==> config.mk <==
export PLATFORM = sky130hd
export DESIGN_NAME = lcd_nibble_reader
export DESIGN_NICKNAME = d
export VERILOG_FILES = /design/src/rtl/lcd_pkg.sv /design/src/rtl/lcd_phase_timer.sv /design/src/rtl/lcd_nibble_reader.sv
export SDC_FILE = /design/constraint.sdc
export NUM_CORES = 1
export LEC_CHECK = 0
export CELL_PAD_IN_SITES_DETAIL_PLACEMENT = 2
export CELL_PAD_IN_SITES_GLOBAL_PLACEMENT = 2
export CORE_MARGIN = 10
export CORE_UTILIZATION = 35
export DETAILED_ROUTE_END_ITERATION = 8
export GPL_TIMING_DRIVEN = 0
export PLACE_DENSITY = 0.92
export SLEW_MARGIN = 20
export SYNTH_ARGS = -nofsm -noshare
export SYNTH_HDL_FRONTEND = slang
export SYNTH_SLANG_ARGS = --single-unit
==> constraint.sdc <==
create_clock -name clk -period 3.01 [get_ports clk]
set_clock_uncertainty 0.1 [all_clocks]
set_input_delay 0.4515 -clock clk [delete_from_list [all_inputs] [get_ports clk]]
set_output_delay 0.4515 -clock clk [all_outputs]
set_load 0.01 [all_outputs]
==> src/rtl/lcd_pkg.sv <==
// Shared FSM encoding, default bus timing and counter sizing helpers for the
// LCD nibble reader.
package lcd_pkg;

  typedef enum logic [2:0] {
    ST_IDLE  = 3'd0,
    ST_SETUP = 3'd1,
    ST_E1    = 3'd2,
    ST_GAP   = 3'd3,
    ST_E2    = 3'd4,
    ST_HOLD  = 3'd5,
    ST_DONE  = 3'd6
  } state_t;

  localparam int unsigned T_SETUP_DEFAULT = 2;
  localparam int unsigned T_EHIGH_DEFAULT = 12;
  localparam int unsigned T_GAP_DEFAULT   = 50;

  function automatic int unsigned max3(input int unsigned a, input int unsigned b,
                                       input int unsigned c);
    int unsigned m;
    m = (a > b) ? a : b;
    return (m > c) ? m : c;
  endfunction

  // Bits needed to hold max_count-1, never fewer than one.
  function automatic int unsigned cnt_width(input int unsigned max_count);
    return (max_count > 1) ? $clog2(max_count) : 1;
  endfunction

endpackage

==> src/rtl/lcd_phase_timer.sv <==
// Loadable down-counter that times each phase; zero_c flags the last cycle of
// the phase.
module lcd_phase_timer #(
  parameter int unsigned W = 6
) (
  input  logic         clk,
  input  logic         reset,
  input  logic         load,
  input  logic [W-1:0] load_value,
  output logic         zero_c
);

  logic [W-1:0] count;

  always_ff @(posedge clk or negedge reset) begin
    if (!reset) begin
      count <= '0;
    end else if (load) begin
      count <= load_value;
    end else if (count != '0) begin
      count <= count - W'(1);
    end
  end

  assign zero_c = (count == '0);

endmodule

==> src/rtl/lcd_nibble_reader.sv <==
// Reads one byte from an HD44780-style LCD in 4-bit mode: two E strobes, high
// nibble first, with RS/RW held stable around the strobes.
module lcd_nibble_reader
  import lcd_pkg::*;
#(
  parameter int unsigned T_SETUP = T_SETUP_DEFAULT,
  parameter int unsigned T_EHIGH = T_EHIGH_DEFAULT,
  parameter int unsigned T_GAP   = T_GAP_DEFAULT
) (
  input  logic       clk,
  input  logic       reset,
  input  logic       start,
  input  logic       rs_sel,
  input  logic [3:0] lcd_d_in,
  output logic       lcd_e,
  output logic       lcd_rs,
  output logic       lcd_rw,
  output logic       lcd_d_oe,
  output logic [7:0] rd_data,
  output logic       busy_flag,
  output logic       valid,
  output logic       busy
);

  localparam int unsigned T_MAX = max3(T_SETUP, T_EHIGH, T_GAP);
  localparam int unsigned CNT_W = cnt_width(T_MAX);

  state_t             state;
  state_t             state_next;
  logic               zero_c;
  logic               load_c;
  logic [CNT_W-1:0]   load_value_c;
  logic               rs_lat;
  logic               rs_next_c;
  logic               lcd_e_c;
  logic               lcd_rs_c;
  logic               lcd_rw_c;
  logic               lcd_d_oe_c;
  logic               valid_c;
  logic               busy_c;

  // Dwell time minus one for the phase being entered.
  function automatic logic [CNT_W-1:0] phase_load(input state_t s);
    case (s)
      ST_SETUP, ST_HOLD: return CNT_W'(T_SETUP - 1);
      ST_E1, ST_E2:      return CNT_W'(T_EHIGH - 1);
      ST_GAP:            return CNT_W'(T_GAP - 1);
      default:           return '0;
    endcase
  endfunction

  lcd_phase_timer #(
    .W(CNT_W)
  ) u_timer (
    .clk       (clk),
    .reset     (reset),
    .load      (load_c),
    .load_value(load_value_c),
    .zero_c    (zero_c)
  );

  // State register plus registered outputs decoded from the next state.
  always_ff @(posedge clk or negedge reset) begin
    if (!reset) begin
      state     <= ST_IDLE;
      rs_lat    <= 1'b0;
      lcd_e     <= 1'b0;
      lcd_rs    <= 1'b0;
      lcd_rw    <= 1'b0;
      lcd_d_oe  <= 1'b1;
      rd_data   <= 8'h00;
      busy_flag <= 1'b1;
      valid     <= 1'b0;
      busy      <= 1'b0;
    end else begin
      state    <= state_next;
      rs_lat   <= rs_next_c;
      lcd_e    <= lcd_e_c;
      lcd_rs   <= lcd_rs_c;
      lcd_rw   <= lcd_rw_c;
      lcd_d_oe <= lcd_d_oe_c;
      valid    <= valid_c;
      busy     <= busy_c;
      if (state == ST_E1 && zero_c) begin
        rd_data[7:4] <= lcd_d_in;
      end
      if (state == ST_E2 && zero_c) begin
        rd_data[3:0] <= lcd_d_in;
      end
      // Both nibbles are settled by the time HOLD hands over to DONE.
      if (state == ST_HOLD && state_next == ST_DONE && !rs_lat) begin
        busy_flag <= rd_data[7];
      end
    end
  end

  // Next-state and phase counter load.
  always_comb begin
    state_next   = state;
    load_c       = 1'b0;
    load_value_c = '0;
    rs_next_c    = rs_lat;
    case (state)
      ST_IDLE: begin
        if (start) begin
          state_next = ST_SETUP;
          rs_next_c  = rs_sel;
        end
      end
      ST_SETUP: if (zero_c) state_next = ST_E1;
      ST_E1:    if (zero_c) state_next = ST_GAP;
      ST_GAP:   if (zero_c) state_next = ST_E2;
      ST_E2:    if (zero_c) state_next = ST_HOLD;
      ST_HOLD:  if (zero_c) state_next = ST_DONE;
      ST_DONE:  state_next = ST_IDLE;
      default:  state_next = ST_IDLE;
    endcase
    if (state_next != state) begin
      load_c       = 1'b1;
      load_value_c = phase_load(state_next);
    end
  end

  // Pad and handshake levels for the state about to be entered.
  always_comb begin
    lcd_e_c    = 1'b0;
    lcd_rw_c   = 1'b0;
    lcd_rs_c   = 1'b0;
    lcd_d_oe_c = 1'b1;
    valid_c    = 1'b0;
    busy_c     = 1'b1;
    case (state_next)
      ST_IDLE: begin
        busy_c = 1'b0;
      end
      ST_SETUP, ST_GAP, ST_HOLD: begin
        lcd_rw_c   = 1'b1;
        lcd_rs_c   = rs_next_c;
        lcd_d_oe_c = 1'b0;
      end
      ST_E1, ST_E2: begin
        lcd_e_c    = 1'b1;
        lcd_rw_c   = 1'b1;
        lcd_rs_c   = rs_next_c;
        lcd_d_oe_c = 1'b0;
      end
      ST_DONE: begin
        lcd_d_oe_c = 1'b0;
        valid_c    = 1'b1;
      end
      default: begin
        busy_c = 1'b0;
      end
    endcase
  end

endmodule

==> qor.yml, run 1 <==
status: "complete, but fails checks"
violations: "negative hold slack"
cp.arrival_ns: 2.55
critPathMaxFanout: 8
io_buffers: 22
io-pin-count: 23
worstHoldPathType: "in2async"
utilization_pct: 44.8
fin_crit_sh_pct: 81.6
synth.distinct_cells: 38
finalSetupTns_ns: 0
vias_per_cell: 5.24
num_vias: 906
hold_viol: 9
clk_latency_ns: 0.33
cts_setup_buffers: 0
cts_sinks: 25
holdBufCountCts: 0
maxCapViolCount: 0
drc: 0
synth.most_common_cell: "dfrtp_1"
tightest_slew_ns: 0.755
synthesis.nets: 111
synthesis.area_sq_um: 1180
stdcell_area_sq_um: 1480
numCtsBuffers: 3
r2r_slack_ns: 0.55
cts_resized: 0
avgSynthCellArea_sq_um: 11.7
antenna_found_initial: 0
synth_top_cell_area_share_pct: 48.7
synth-edff-count: 0
drive_gt1_share_pct: 18.9
grt_pass1_wl_um: 5490
cp-endpoint: "u_timer.count[4]$_DFFE_PN0P_"
synth_top_area_cell: "dfrtp_1"
ir_drop_v: 0.000384
rsz0062_at_grt: "no"
htree_levels: 1
dieArea_sq_um: 6100
p_leak_uw: 0.000638
reg2reg_depth: 7
finalSetupViolations: 0
antenna_cells: 0
power_density_nw_per_um2: 975
hpwl_um: 2430
die_h_um: 78.1
synthesis.yosys.warnings: 0
wl_um: 3250
fmax_ghz: 0.407
startpoint: "u_timer.count[0]$_DFFE_PN0P_"
wl_per_cell_um: 18.8
start_util_pct: 35.7
antenna_left: 0
core-area_sq_um: 3310
period_needed_ns: 2.46
clockRootBuffer: "clkbuf_4"
place_area_sq_um: 1460
slew_headroom_pct: 49.4
crit_path_end_kind: "flip-flop"
synth_seq_cells: 25
drtPass1Iterations: 4
finalPower_uw: 1450
synth-main-ff-cell: "dfrtp_1"
holdWs_ns: -0.00979
ys_seq_area_share_pct: 53.1
synthTopCellsByArea: "dfrtp_1, mux2_2, mux2_4"
rows: 21
clk_pin_slew_ns: 0.14
grt_usage_pct: 11.0
grt_max_degree: 26
cp.required_ns: 3.11
place_congestion: 0.783
cts.path.max_buffers: 2
syn_to_final_growth_pct: 25.4
tritoncts: "built"
crit_type: "reg2reg"
synth_cells: 101
drt_iter0_drc: 29
r2r-end: "u_timer.count[4]$_DFFE_PN0P_"
die_w_um: 78.1
grt_pass1_vias: 1066
fin_nets: 138
overflow: 0
worstReg2RegStart: "u_timer.count[0]$_DFFE_PN0P_"
slew_violations: 0
crit_path_start_kind: "flip-flop"
async_flop_share_pct: 100
yosys-top-cells-count: "dfrtp_1, a21oi_1, nor2_1, mux2_2, inv_1"
cell usage in the layout (no fill, tap or decap), types with 3 or more instances in the layout:
cell type	count
mux2_2	7
inv_1	5
clkbuf_4	3
dfrtp_1	23
mux2_4	4
clkdlybuf4s50_1	21
and3_1	3
a21oi_1	8
nor2_1	8
clkbuf_1	4
o21ai_0	3
nand2b_1	3
critical path, stage by stage, from the launching register on:
cell      delay (ns)
dfrtp_1         0.45
inv_1           0.10
ha_1            0.14
nor2b_1         0.15
clkbuf_1        0.38
nand2_4         0.15
a211oi_1        0.66
o31ai_1         0.18
worst min path at each step:
stage | from | to | slack (ns) | cells after the start
after global placement | rd_data[6]$_DFFE_PN0P_ | rd_data[6]$_DFFE_PN0P_ | 0.39 | 1
after detailed placement | rd_data[2]$_DFFE_PN0P_ | rd_data[2]$_DFFE_PN0P_ | 0.40 | 1
after CTS | rd_data[5]$_DFFE_PN0P_ | rd_data[5]$_DFFE_PN0P_ | 0.43 | 1
final | reset | u_timer.count[3]$_DFFE_PN0P_ | -0.01 | 1
after floorplan | reset | busy$_DFF_PN0_ | 0.06 | 0
after global routing | reset | lcd_e$_DFF_PN0_ | 0.01 | 1
registers in the layout, indices dropped and copies added, names as in the netlist:
name and cells:
u_timer.count 6, rd_data 8, rs_lat 1, lcd_e 1, busy_flag 1, lcd_d_oe 1, state 3, lcd_rw 1
busy 1, valid 1, lcd_rs 1
routing by layer:
metal / global-route usage (%) / part of all wire, % / up-vias
li1: - / - / 411
met5: 0 / 0 / -
met2: 20.3 / 53 / 15
met1: 12.2 / 42 / 476
met3: 2.28 / 3.6 / 4
met4: 3.76 / 1.2 / 0
power by group:
part	switching, uW	internal (uW)	leakage, uW
registers	99.8	472	0.000295
clock network	103	49.9	0.0000177
logic	377	344	0.000325
total	580	866	0.000638
cell type report:
cell class | count | area (sq um)
flip-flops and latches | 25 | 628
fillers | 371 | 1830
clock inverters | 1 | 5.00
well taps | 46 | 57.6
inverters | 5 | 18.8
repair buffers | 22 | 215
multi-input cells | 67 | 520
clock buffers | 3 | 22.5
plain buffers | 4 | 15.0
through the flow:
stage | instances | hold slack (ns) | setup slack [ns]
3_3_place_gp | 169 | 0.386 | 0.760
6_report | 173 | -0.00979 | 0.554
2_1_floorplan | 101 | 0.0559 | 0.986
3_5_place_dp | 169 | 0.402 | 0.599
4_1_cts | 173 | 0.432 | 0.521
5_1_grt | 173 | 0.0139 | 0.315
logic make-up (layout without fill, tap and decap cells):
group | count (synthesis) | after routing | share of synthesized area (%)
adder cells (fa/ha/maj) | 2 | 2 | 2.12
multiplexers | 12 | 12 | 12.6
XOR/XNOR | 2 | 2 | 1.48
AND/OR/NAND/NOR | 30 | 30 | 16.5
AO/OA/AOI/OAI | 21 | 21 | 11.3
buffers and inverters | 9 | 35 | 2.86
flip-flops | 25 | 25 | 53.1
Note: power is estimated with default switching activity, not from simulation.
==> inputs of run 2 (changes only) <==
--- a/config.mk
+++ b/config.mk
@@ -8,10 +8,10 @@
 export CELL_PAD_IN_SITES_DETAIL_PLACEMENT = 2
 export CELL_PAD_IN_SITES_GLOBAL_PLACEMENT = 2
 export CORE_MARGIN = 10
-export CORE_UTILIZATION = 35
+export CORE_UTILIZATION = 33
 export DETAILED_ROUTE_END_ITERATION = 8
 export GPL_TIMING_DRIVEN = 0
-export PLACE_DENSITY = 0.92
+export PLACE_DENSITY = 0.88
 export SLEW_MARGIN = 20
 export SYNTH_ARGS = -nofsm -noshare
 export SYNTH_HDL_FRONTEND = slang
==> constraint.sdc (replaced) <==
create_clock -name clk -period 2.5 [get_ports clk]
set_clock_uncertainty 0.1 [all_clocks]
set_input_delay 0.375 -clock clk [delete_from_list [all_inputs] [get_ports clk]]
set_output_delay 0.375 -clock clk [all_outputs]
set_load 0.01 [all_outputs]
==> run 2 against run 1 <==
Effect of this change:
- the run now ends clean
- combinational power rose by 21%
- sequential cell count is the same
- non-clock buffer count rose by 1
- clock power rose by 22%
- via count up 0.44%
- maximum frequency up 9.3%
==> qor.yml, run 2 (synthesis gave the netlist of run 1 again) <==
finalSetupTns_ns: 0  # unchanged
antenna_found_initial: 0  # unchanged
crit_path_end_kind: "flip-flop"  # unchanged
drtPass1Iterations: 3  # was 4
mostFrequentLayoutCell: "dfrtp_1"  # unchanged
tritoncts: "built"  # unchanged
fin_crit_sh_pct: 89.9  # was 81.6%
place_area_sq_um: 1460  # unchanged
largest_register: "rd_data"  # unchanged
hold_viol: 0  # was 9
numCtsBuffers: 3  # unchanged
worstHoldPathType: "reg2reg"  # was in2async
power_density_nw_per_um2: 1160  # was 975 nW/um^2
cp.required_ns: 2.62  # was 3.11 ns
antenna_left: 0  # unchanged
cts.path.max_buffers: 2  # unchanged
drive_gt1_share_pct: 18.8  # was 18.9%
maxCapViolCount: 0  # unchanged
period_needed_ns: 2.25  # was 2.46 ns
io_buffers: 22  # unchanged
top_layer: "met4"  # unchanged
cp.arrival_ns: 2.37  # was 2.55 ns
core-area_sq_um: 3390  # was 3310 sq um
cts_sinks: 25  # unchanged
overflow: 0  # unchanged
mostFrequentLayoutCells: "dfrtp_1, clkdlybuf4s50_1, a21oi_1, nor2_1, mux2_2"  # unchanged
grt_max_degree: 26  # unchanged
start_util_pct: 34.9  # was 35.7%
hpwl_um: 2410  # was 2430 um
syn_to_final_growth_pct: 26.6  # was 25.4%
fill_cells: 349  # was 371
dieArea_sq_um: 6380  # was 6100 sq um
ir_drop_v: 0.000419  # was 0.000384 V
p_sw_uw: 687  # was 580 uW
reg.largest.list: "rd_data (8), u_timer.count (6), state (3)"  # unchanged
clk_latency_ns: 0.32  # was 0.33 ns
grt_pass1_wl_um: 5400  # was 5490 um
grt_pass1_vias: 1055  # was 1066
crit_type: "reg2reg"  # unchanged
place_congestion: 0.765  # was 0.783
slew_violations: 0  # unchanged
rows: 21  # unchanged
finalSetupViolations: 0  # unchanged
status: "finished clean"  # was complete, but fails checks
tightest_slew_ns: 0.638  # was 0.755 ns
grt_usage_pct: 10.7  # was 11.0%
internal-power_uw: 1050  # was 866 uW
critPathMaxFanout: 8  # unchanged
wl_met3_um: 181  # was 116 um
die_h_um: 79.9  # was 78.1 um
wl_um: 3230  # was 3250 um
p_seq_share_pct: 39.2  # was 39.5%
p_leak_uw: 0.000641  # was 0.000638 uW
wl_per_cell_um: 18.5  # was 18.8 um
stdcell_area_sq_um: 1500  # was 1480 sq um
fin_ws_ns: 0.253  # was 0.554 ns
p_comb_share_pct: 50.0  # was 49.9%
io-pin-count: 23  # unchanged
drt-met1-wl_um: 1380  # was 1360 um
fin_cells: 174  # was 173
antenna_cells: 0  # unchanged
crit_path_start_kind: "flip-flop"  # unchanged
swShare_pct: 39.5  # was 40.1%
htree_levels: 1  # unchanged
pre_cts_ws_ns: 0.147  # was 0.599 ns
die_w_um: 79.9  # was 78.1 um
fin_nets: 139  # was 138
cts_setup_buffers: 0  # unchanged
slew_headroom_pct: 57.1  # was 49.4%
vias_per_cell: 5.23  # was 5.24
p_clk_share_pct: 10.7  # was 10.6%
num_vias: 910  # was 906
rsz0062_at_grt: "no"  # unchanged
largest_register_ff_count: 8  # unchanged
drc: 0  # unchanged
utilization_pct: 44.1  # was 44.8%
clockRootBuffer: "clkbuf_4"  # unchanged
dpl.cell_count: 169  # unchanged
drt_iter0_drc: 27  # was 29
fmax_ghz: 0.445  # was 0.407 GHz
clk_pin_slew_ns: 0.14  # about the same
wl_met2_um: 1620  # was 1740 um
[run 2: cell count changes in the layout (fill, tap and decap cells not counted), sizes merged]
cell / change
dlygate4sd3: +1
clkbuf: +1
clkinv: -1
[run 2: power groups by stage]
stage / Clock (uW) / Sequential [uW] / Combinational [uW]
2_1_floorplan: 0 / 708 / 495
3_3_place_gp: 0 / 675 / 814
3_5_place_dp: 0 / 696 / 867
4_1_cts: 193 / 687 / 880
5_1_grt: 218 / 708 / 960
6_report: 187 / 682 / 870
[run 2: routing by layer]
layer / GRT usage (%) / up-vias
met3: 3.04 / 6
met2: 18.7 / 21
met4: 4.05 / 0
met5: 0 / -
li1: - / 418
met1: 12.0 / 465
[run 2: path summary, 6_finish.rpt]
path	startpoint	endpoint	cells after the start	slack, ns
worst max-delay path	u_timer.count[0]$_DFFE_PN0P_	rd_data[3]$_DFFE_PN0P_	7	0.25
worst min-delay path	rd_data[5]$_DFFE_PN0P_	rd_data[5]$_DFFE_PN0P_	1	0.44
worst max register to register	u_timer.count[0]$_DFFE_PN0P_	rd_data[3]$_DFFE_PN0P_	7	0.25
worst min register to register	rd_data[5]$_DFFE_PN0P_	rd_data[5]$_DFFE_PN0P_	1	0.44
max in group asynchronous	reset	busy_flag$_DFFE_PN1P_	2	1.46
min in group asynchronous	reset	valid$_DFF_PN0_	2	0.47
[run 2: layout make-up]
cell class                      instances  area [sq um]  area share [%]
Sequential cell                        25           628            42.0
Multi-Input combinational cell         67           526            35.1
Timing Repair Buffer                   23           225            15.1
Tap cell                               46          57.6            3.85
Clock buffer                            4          26.3            1.76
Inverter                                5          18.8            1.25
Buffer                                  4          15.0            1.00
[run 2: worst max-delay path, cell delays in order, from the launching register on]
cell and delay, ns:
dfrtp_1 0.46, inv_1 0.10, ha_1 0.14, nor2b_1 0.12, clkbuf_1 0.33, nand2_4 0.14
or3_4 0.45, mux2_4 0.32
[run 2: timing repair]
item                       CTS  global route
setup endpoints to repair    0             1
hold endpoints to repair     0            23
gates resized for setup      0             1
hold buffers                 0             1
[run 2: through the flow]
step                total power [uW]  hold slack [ns]
floorplan                       1200          -0.0206
finish                          1740            0.435
CTS                             1760            0.441
global route                    1890            0.456
detailed placement              1560            0.408
global placement                1490            0.386
